`src/rtl/riscv_enc_pkg.sv`:
```
// Shared encoder constants: RV32I opcodes, bundle kinds, funct3 values, loader FSM states.
// Pure declarations, no logic or latency of its own.
// No flow control here; it is consumed by instr_field_packer and instr_encode_loader.
package riscv_enc_pkg;

  // Major opcodes for the four supported instruction kinds
  localparam logic [6:0] OP_LW  = 7'b0000011;
  localparam logic [6:0] OP_SW  = 7'b0100011;
  localparam logic [6:0] OP_R   = 7'b0110011;
  localparam logic [6:0] OP_BEQ = 7'b1100011;

  // Encoding of the in_kind field
  localparam logic [1:0] KIND_LW  = 2'b00;
  localparam logic [1:0] KIND_SW  = 2'b01;
  localparam logic [1:0] KIND_R   = 2'b10;
  localparam logic [1:0] KIND_BEQ = 2'b11;

  // funct3 values fixed by the kind (word load/store, beq)
  localparam logic [2:0] F3_W   = 3'b010;
  localparam logic [2:0] F3_BEQ = 3'b000;

  // Loader FSM states
  typedef enum logic [1:0] {
    ST_IDLE   = 2'b00,
    ST_ACCEPT = 2'b01,
    ST_WRITE  = 2'b10,
    ST_DONE   = 2'b11
  } ld_state_t;

  // One instruction field bundle as presented on the input handshake
  typedef struct packed {
    logic [1:0]  kind;
    logic [4:0]  rd;
    logic [4:0]  rs1;
    logic [4:0]  rs2;
    logic [2:0]  funct3;
    logic [6:0]  funct7;
    logic [12:0] imm;
  } fields_t;

  // A branch offset with bit 0 set cannot be represented in the B-type encoding
  function automatic logic beq_misaligned(input fields_t f);
    return (f.kind == KIND_BEQ) && f.imm[0];
  endfunction

endpackage

```
`src/rtl/instr_encode_loader_packer.sv`:
```
// Packs one field bundle into a 32-bit RV32I instruction word (lw, sw, R-type, beq).
// Purely combinational, zero latency.
// No flow control; the caller decides when the word is captured.
module instr_field_packer
  import riscv_enc_pkg::*;
(
  input  fields_t     fields_i,
  output logic [31:0] word_o
);

  // Bit 0 of a branch offset is implicit in the B-type format and never encoded
  logic unused_imm_lsb;
  assign unused_imm_lsb = fields_i.imm[0];

  // Select the instruction format by kind; fields a kind does not use are ignored
  always_comb begin
    word_o = '0;
    case (fields_i.kind)
      KIND_LW:  word_o = {fields_i.imm[11:0], fields_i.rs1, F3_W, fields_i.rd, OP_LW};
      KIND_SW:  word_o = {fields_i.imm[11:5], fields_i.rs2, fields_i.rs1, F3_W,
                          fields_i.imm[4:0], OP_SW};
      KIND_R:   word_o = {fields_i.funct7, fields_i.rs2, fields_i.rs1, fields_i.funct3,
                          fields_i.rd, OP_R};
      KIND_BEQ: word_o = {fields_i.imm[12], fields_i.imm[10:5], fields_i.rs2, fields_i.rs1,
                          F3_BEQ, fields_i.imm[4:1], fields_i.imm[11], OP_BEQ};
      default:  word_o = '0;
    endcase
  end

endmodule

```
`src/rtl/instr_encode_loader.sv`:
```
// Sequential program loader: encodes field bundles and writes them to consecutive imem words.
// A bundle accepted at edge N is written during cycle N+1; one word per 2 cycles.
// in_ready is high only in ACCEPT, so the source stalls during WRITE, IDLE and DONE.
// Optional ENCLD_BRANCH_CHECK_EN: beq with an odd offset is dropped and raises sticky err.
module instr_encode_loader
  import riscv_enc_pkg::*;
#(
  parameter int ADDR_W    = 6,
  parameter int DEPTH     = 64,
  parameter int BASE_ADDR = 0
) (
  input  logic              clk,
  input  logic              reset,
  input  logic              start,
  input  logic              in_valid,
  output logic              in_ready,
  input  logic [1:0]        in_kind,
  input  logic [4:0]        in_rd,
  input  logic [4:0]        in_rs1,
  input  logic [4:0]        in_rs2,
  input  logic [2:0]        in_funct3,
  input  logic [6:0]        in_funct7,
  input  logic [12:0]       in_imm,
  input  logic              in_last,
  output logic              imem_we,
  output logic [ADDR_W-1:0] imem_addr,
  output logic [31:0]       imem_wdata,
  output logic [ADDR_W:0]   count,
  output logic              busy,
  output logic              done,
  output logic              full,
  output logic              err
);

  localparam logic [ADDR_W:0]   DEPTH_C = (ADDR_W + 1)'(DEPTH);
  localparam logic [ADDR_W:0]   CNT_ONE = (ADDR_W + 1)'(1);
  localparam logic [ADDR_W-1:0] PTR_ONE = ADDR_W'(1);
  localparam logic [ADDR_W-1:0] BASE_C  = ADDR_W'(BASE_ADDR);

  ld_state_t         state_q, state_d;
  logic [ADDR_W-1:0] ptr_q, ptr_d;
  logic [ADDR_W:0]   count_q, count_d;
  logic [31:0]       word_q, word_d;
  logic              last_q, last_d;
  logic              err_q, err_d;

  fields_t           in_fields;
  logic [31:0]       packed_word;
  logic              accept;
  logic              bad_branch;
  logic              session_end;

  assign in_fields = '{kind:   in_kind,
                       rd:     in_rd,
                       rs1:    in_rs1,
                       rs2:    in_rs2,
                       funct3: in_funct3,
                       funct7: in_funct7,
                       imm:    in_imm};

  instr_field_packer u_packer (
    .fields_i (in_fields),
    .word_o   (packed_word)
  );

  assign accept = (state_q == ST_ACCEPT) && in_valid;

`ifdef ENCLD_BRANCH_CHECK_EN
  assign bad_branch = beq_misaligned(in_fields);
`else
  assign bad_branch = 1'b0;
`endif

  // The write in flight closes the session if it was tagged last or fills the session
  assign session_end = last_q || ((count_q + CNT_ONE) == DEPTH_C);

  // State register
  always_ff @(posedge clk or posedge reset) begin
    if (reset) begin
      state_q <= ST_IDLE;
    end else begin
      state_q <= state_d;
    end
  end

  // Datapath registers: pointer, counter, captured word/last flag, sticky error
  always_ff @(posedge clk or posedge reset) begin
    if (reset) begin
      ptr_q   <= BASE_C;
      count_q <= '0;
      word_q  <= '0;
      last_q  <= 1'b0;
      err_q   <= 1'b0;
    end else begin
      ptr_q   <= ptr_d;
      count_q <= count_d;
      word_q  <= word_d;
      last_q  <= last_d;
      err_q   <= err_d;
    end
  end

  // Next-state logic; start only matters in IDLE/DONE, in_valid only in ACCEPT
  always_comb begin
    state_d = state_q;
    case (state_q)
      ST_IDLE, ST_DONE: begin
        if (start) state_d = ST_ACCEPT;
      end
      ST_ACCEPT: begin
        if (accept) begin
          if (bad_branch) state_d = in_last ? ST_DONE : ST_ACCEPT;
          else            state_d = ST_WRITE;
        end
      end
      ST_WRITE: begin
        state_d = session_end ? ST_DONE : ST_ACCEPT;
      end
      default: state_d = ST_IDLE;
    endcase
  end

  // Datapath next values: session init on start, capture on accept, advance after write
  always_comb begin
    ptr_d   = ptr_q;
    count_d = count_q;
    word_d  = word_q;
    last_d  = last_q;
    err_d   = err_q;
    case (state_q)
      ST_IDLE, ST_DONE: begin
        if (start) begin
          ptr_d   = BASE_C;
          count_d = '0;
          err_d   = 1'b0;
          last_d  = 1'b0;
        end
      end
      ST_ACCEPT: begin
        if (accept) begin
          if (bad_branch) begin
            err_d = 1'b1;
          end else begin
            word_d = packed_word;
            last_d = in_last;
          end
        end
      end
      ST_WRITE: begin
        ptr_d   = ptr_q + PTR_ONE;
        count_d = count_q + CNT_ONE;
      end
      default: ;
    endcase
  end

  // Outputs decoded from state; write address/data are zero outside the write cycle
  always_comb begin
    in_ready   = (state_q == ST_ACCEPT);
    imem_we    = (state_q == ST_WRITE);
    imem_addr  = imem_we ? ptr_q : '0;
    imem_wdata = imem_we ? word_q : '0;
    busy       = (state_q == ST_ACCEPT) || (state_q == ST_WRITE);
    done       = (state_q == ST_DONE);
    full       = (count_q == DEPTH_C);
    count      = count_q;
    err        = err_q;
  end

endmodule

```
`config.mk`:
```
export PLATFORM = sky130hd
export DESIGN_NAME = instr_encode_loader
export DESIGN_NICKNAME = d
export VERILOG_FILES = /design/src/rtl/riscv_enc_pkg.sv /design/src/rtl/instr_encode_loader_packer.sv /design/src/rtl/instr_encode_loader.sv
export SDC_FILE = /design/constraint.sdc
export NUM_CORES = 1
export LEC_CHECK = 0
export ABC_AREA = 1
export CORE_MARGIN = 5
export CORE_UTILIZATION = 48
export DETAILED_ROUTE_END_ITERATION = 8
export GPL_TIMING_DRIVEN = 0
export HOLD_SLACK_MARGIN = 0.03
export PLACE_DENSITY_LB_ADDON = 0.15
export SYNTH_ARGS = -nofsm -noshare
export SYNTH_HDL_FRONTEND = slang
export SYNTH_SLANG_ARGS = --single-unit
```
`constraint.sdc`:
```
create_clock -name clk -period 4.05 [get_ports clk]
set_clock_uncertainty 0.15 [all_clocks]
set_input_delay 0.81 -clock clk [delete_from_list [all_inputs] [get_ports clk]]
set_output_delay 0.81 -clock clk [all_outputs]
set_load 0.1 [all_outputs]
```
==> results by group <==
Logic synthesis
  • Synth cell types: 28
  • Top cells by area, synth: dfrtp_1 (45%), nand2_1 (16%), inv_1 (8.8%)
  • Syn_area_per_cell: 7.280 sq um
  • Synthesized instance count: 347
  • Area leader, netlist: dfrtp_1
  • Register area share after synthesis: 44.58%
  • Post-synth top area share: 44.58%
  • Yosys warns: 0
  • Register bit total from synthesis: 45
  • Cell Area, Synth: 2526 sq um

Worst hold path
  • Worst Hold Launch: word_q[1]
  • HP Class: register to register

Die
  • Core area: 5107 sq um
  • Die W: 82.55 um
  • Starting Density: 49.46%
  • # rows: 26
  • Die height: 82.55 um
  • Ports: 96
  • Die area: 6814 sq um

Global routing
  • First-pass GRT wire length: 11.08 mm
  • Initial antenna violation count: 0
  • GRT Total Usage: 21.10%
  • Overflow left after global routing: 0
  • Vias in the first global route: 2533
  • Largest net degree at the start of global routing: 27

Clock network
  • Number of post-CTS setup repair buffers: 0
  • Root buf cell: clkbuf_8
  • CTS max path bufs: 2
  • TritonCTS Sinks: 45
  • TritonCTS clock tree: yes
  • Total CTS buffers: 5
  • # H-tree levels: 2
  • Skew-Pair Late Insertion Delay: 290 ps
  • Clk pin slew, worst setup/hold paths: 80 ps

Critical path
  • CP startpoint: state_q[0]
  • Worst EP required: 3090 ps
  • Family with the most delay on the worst path: buffers and inverters
  • Startpoint Class: register
  • Crit-path max cell delay: 1140 ps
  • CP most frequent cell: inv_1
  • CP endpoint kind: output pin
  • CP Max Fanout: 10
  • CP max stage cell: clkdlybuf4s50_1
  • CP Cell Sequence: inv_1 -> ha_1 -> buf_4 -> clkbuf_1 -> nand2_1 -> inv_1 -> clkdlybuf4s50_1
  • RR Startpoint: state_q[0]
  • Worst setup path category: register to output pin
  • WP data arrival: 2930 ps
  • Crit path buf inv count: 5

STA
  • Crit path time final: 3891 ps
  • Max frequency: 0.2570 GHz
  • WHS: 333.7 ps
  • Final Cycle Share: 96.07%
  • Setup violations, final: 0
  • Slew headroom: 33.24%
  • Fin. Hold Viols: 0
  • Worst-margin pin slew: 999.8 ps
  • Unrepaired setup endpoints after global routing: false
  • Max-slew violation count: 0
  • Setup tns final: 0 ps

Routing
  • Vias: 2488
  • Final ANT Viol Nets: 0
  • Detailed Route Iter0 Violations: 94
  • Drt first pass iters: 4
  • Routed WL: 6.580 mm
  • Remaining DRCs: 0
  • Wire length per cell: 12.70 um
  • Vias per cell: 4.803

Final layout
  • # diodes: 0
  • Share of layout cells above drive strength 1: 5.134%
  • Final net count: 500
  • P&R area growth vs syn: 44.63%
  • Non-filler instance count after layout: 518

Power
  • VDD IR max: 0.3918 mV
  • Pint: 1.126 mW
  • Sw Pwr: 1.315 mW
  • Comb pwr share: 59.0%
  • Reg power frac: 29.5%
  • Clk pwr share: 11.5%
  • Power per cell area: 668.1 nW/um^2
  • Switching share of power: 53.88%
  • Leak: 1.977 nW

Placed design
  • GP Congestion: 0.8896
  • Post-DP HPWL: 5.166 mm
  • Placed cells: 511
  • Buffers added on ports: 91

Job
  • Total of max-cap violations: 0

Run status
  • Outcome: finished clean
==> metal layers <==
layer / wire length (um) / global-route usage, % / vias up
met1: 2662 / 24.48 / 1158
met5: 0 / 0 / -
met3: 402 / 5.098 / 6
met2: 3446 / 38.94 / 70
met4: 69 / 4.902 / 0
li1: - / - / 1254
==> sequential cells by signal (all words and copies together), names as in the netlist <==
name,count
count,7
last_q,1
ptr_q,6
state_q,2
word_q,29
==> through the flow <==
stage	setup WS, ps	util (%)	power (mW)	instance area, sq um
floorplan	135.6	-	1.816	2539
global placement	432.5	69.26	2.141	3537
detailed placement	395.1	69.65	2.173	3557
CTS	54.64	71.34	2.456	3643
global route	2.417	71.53	2.600	3654
finish	159.3	71.53	2.441	3654
==> placed cells by master (no fill, tap or decap), types with 3 or more instances in the layout <==
master and instances:
nand2_1 107, clkdlybuf4s50_1 87, inv_1 58, dfrtp_1 45
o21ai_0 35, nor2_1 32, nand3_1 15, clkbuf_1 9
ha_1 7, a21oi_1 6, clkbuf_8 6, buf_4 5
mux2i_1 4, dlymetal6s2s_1 4, nor3_1 3, conb_1 3
==> what timing repair did <==
item | 4_1_cts | 5_1_grt
hold endpoints to repair | 0 | 0
hold buffers | 0 | 0
setup endpoints to repair | 0 | 4
gates resized for setup | 0 | 4
==> Yosys cell counts (all sizes together) <==
cell type and count:
nand3 15, ha 7, dfrtp 45, nor2 32
o211ai 1, o21ai 35, o32ai 1, or2 2
nand2 109, a21oi 6, inv 60, mux2i 4
buf 9, nand4 2, o21bai 2, clkbuf 8
a31oi 1, a31o 1, nor3b 1, o22ai 1
nor3 4, conb 1
==> layout make-up <==
| type | count | area (sq um) |
|---|---|---|
| fillers | 422 | 1454 |
| flip-flops and latches | 45 | 1126 |
| multi-input cells | 227 | 1087 |
| repair buffers | 92 | 940.9 |
| inverters | 60 | 225.2 |
| plain buffers | 17 | 100.1 |
| well taps | 70 | 87.58 |
| clock buffers | 7 | 86.33 |
==> cells by family (layout without fill, tap and decap cells) <==
logic type                 Yosys count  in the layout  share of synthesized area (%)
adders and majority gates            7              7                          3.467
buffers and inverters               77            176                          12.88
other                                1              3                         0.1484
AOI/OAI and AO/OA                   48             48                          10.20
DFF                                 45             45                          44.58
muxes                                4              4                          1.585
and+or+nand+nor                    165            165                          27.14
==> power by group through the flow <==
stage | Combinational, mW | Clock (mW) | Sequential [mW]
global route | 1.55 | 0.306 | 0.745
floorplan | 1.05 | 0 | 0.766
global placement | 1.42 | 0 | 0.718
CTS | 1.45 | 0.284 | 0.719
detailed placement | 1.45 | 0 | 0.725
finish | 1.44 | 0.281 | 0.719
==> path summary, 6_finish.rpt <==
check                                end  slack, ps  cells past startpoint
min in group asynchronous     word_q[18]        710                      2
max in group asynchronous     word_q[23]       2560                      3
max                        imem_wdata[4]        160                      7
max reg2reg                     ptr_q[3]       2000                     11
min                            word_q[1]        330                      1
min reg2reg                    word_q[1]        330                      1
(Power assumes the default switching activity.)
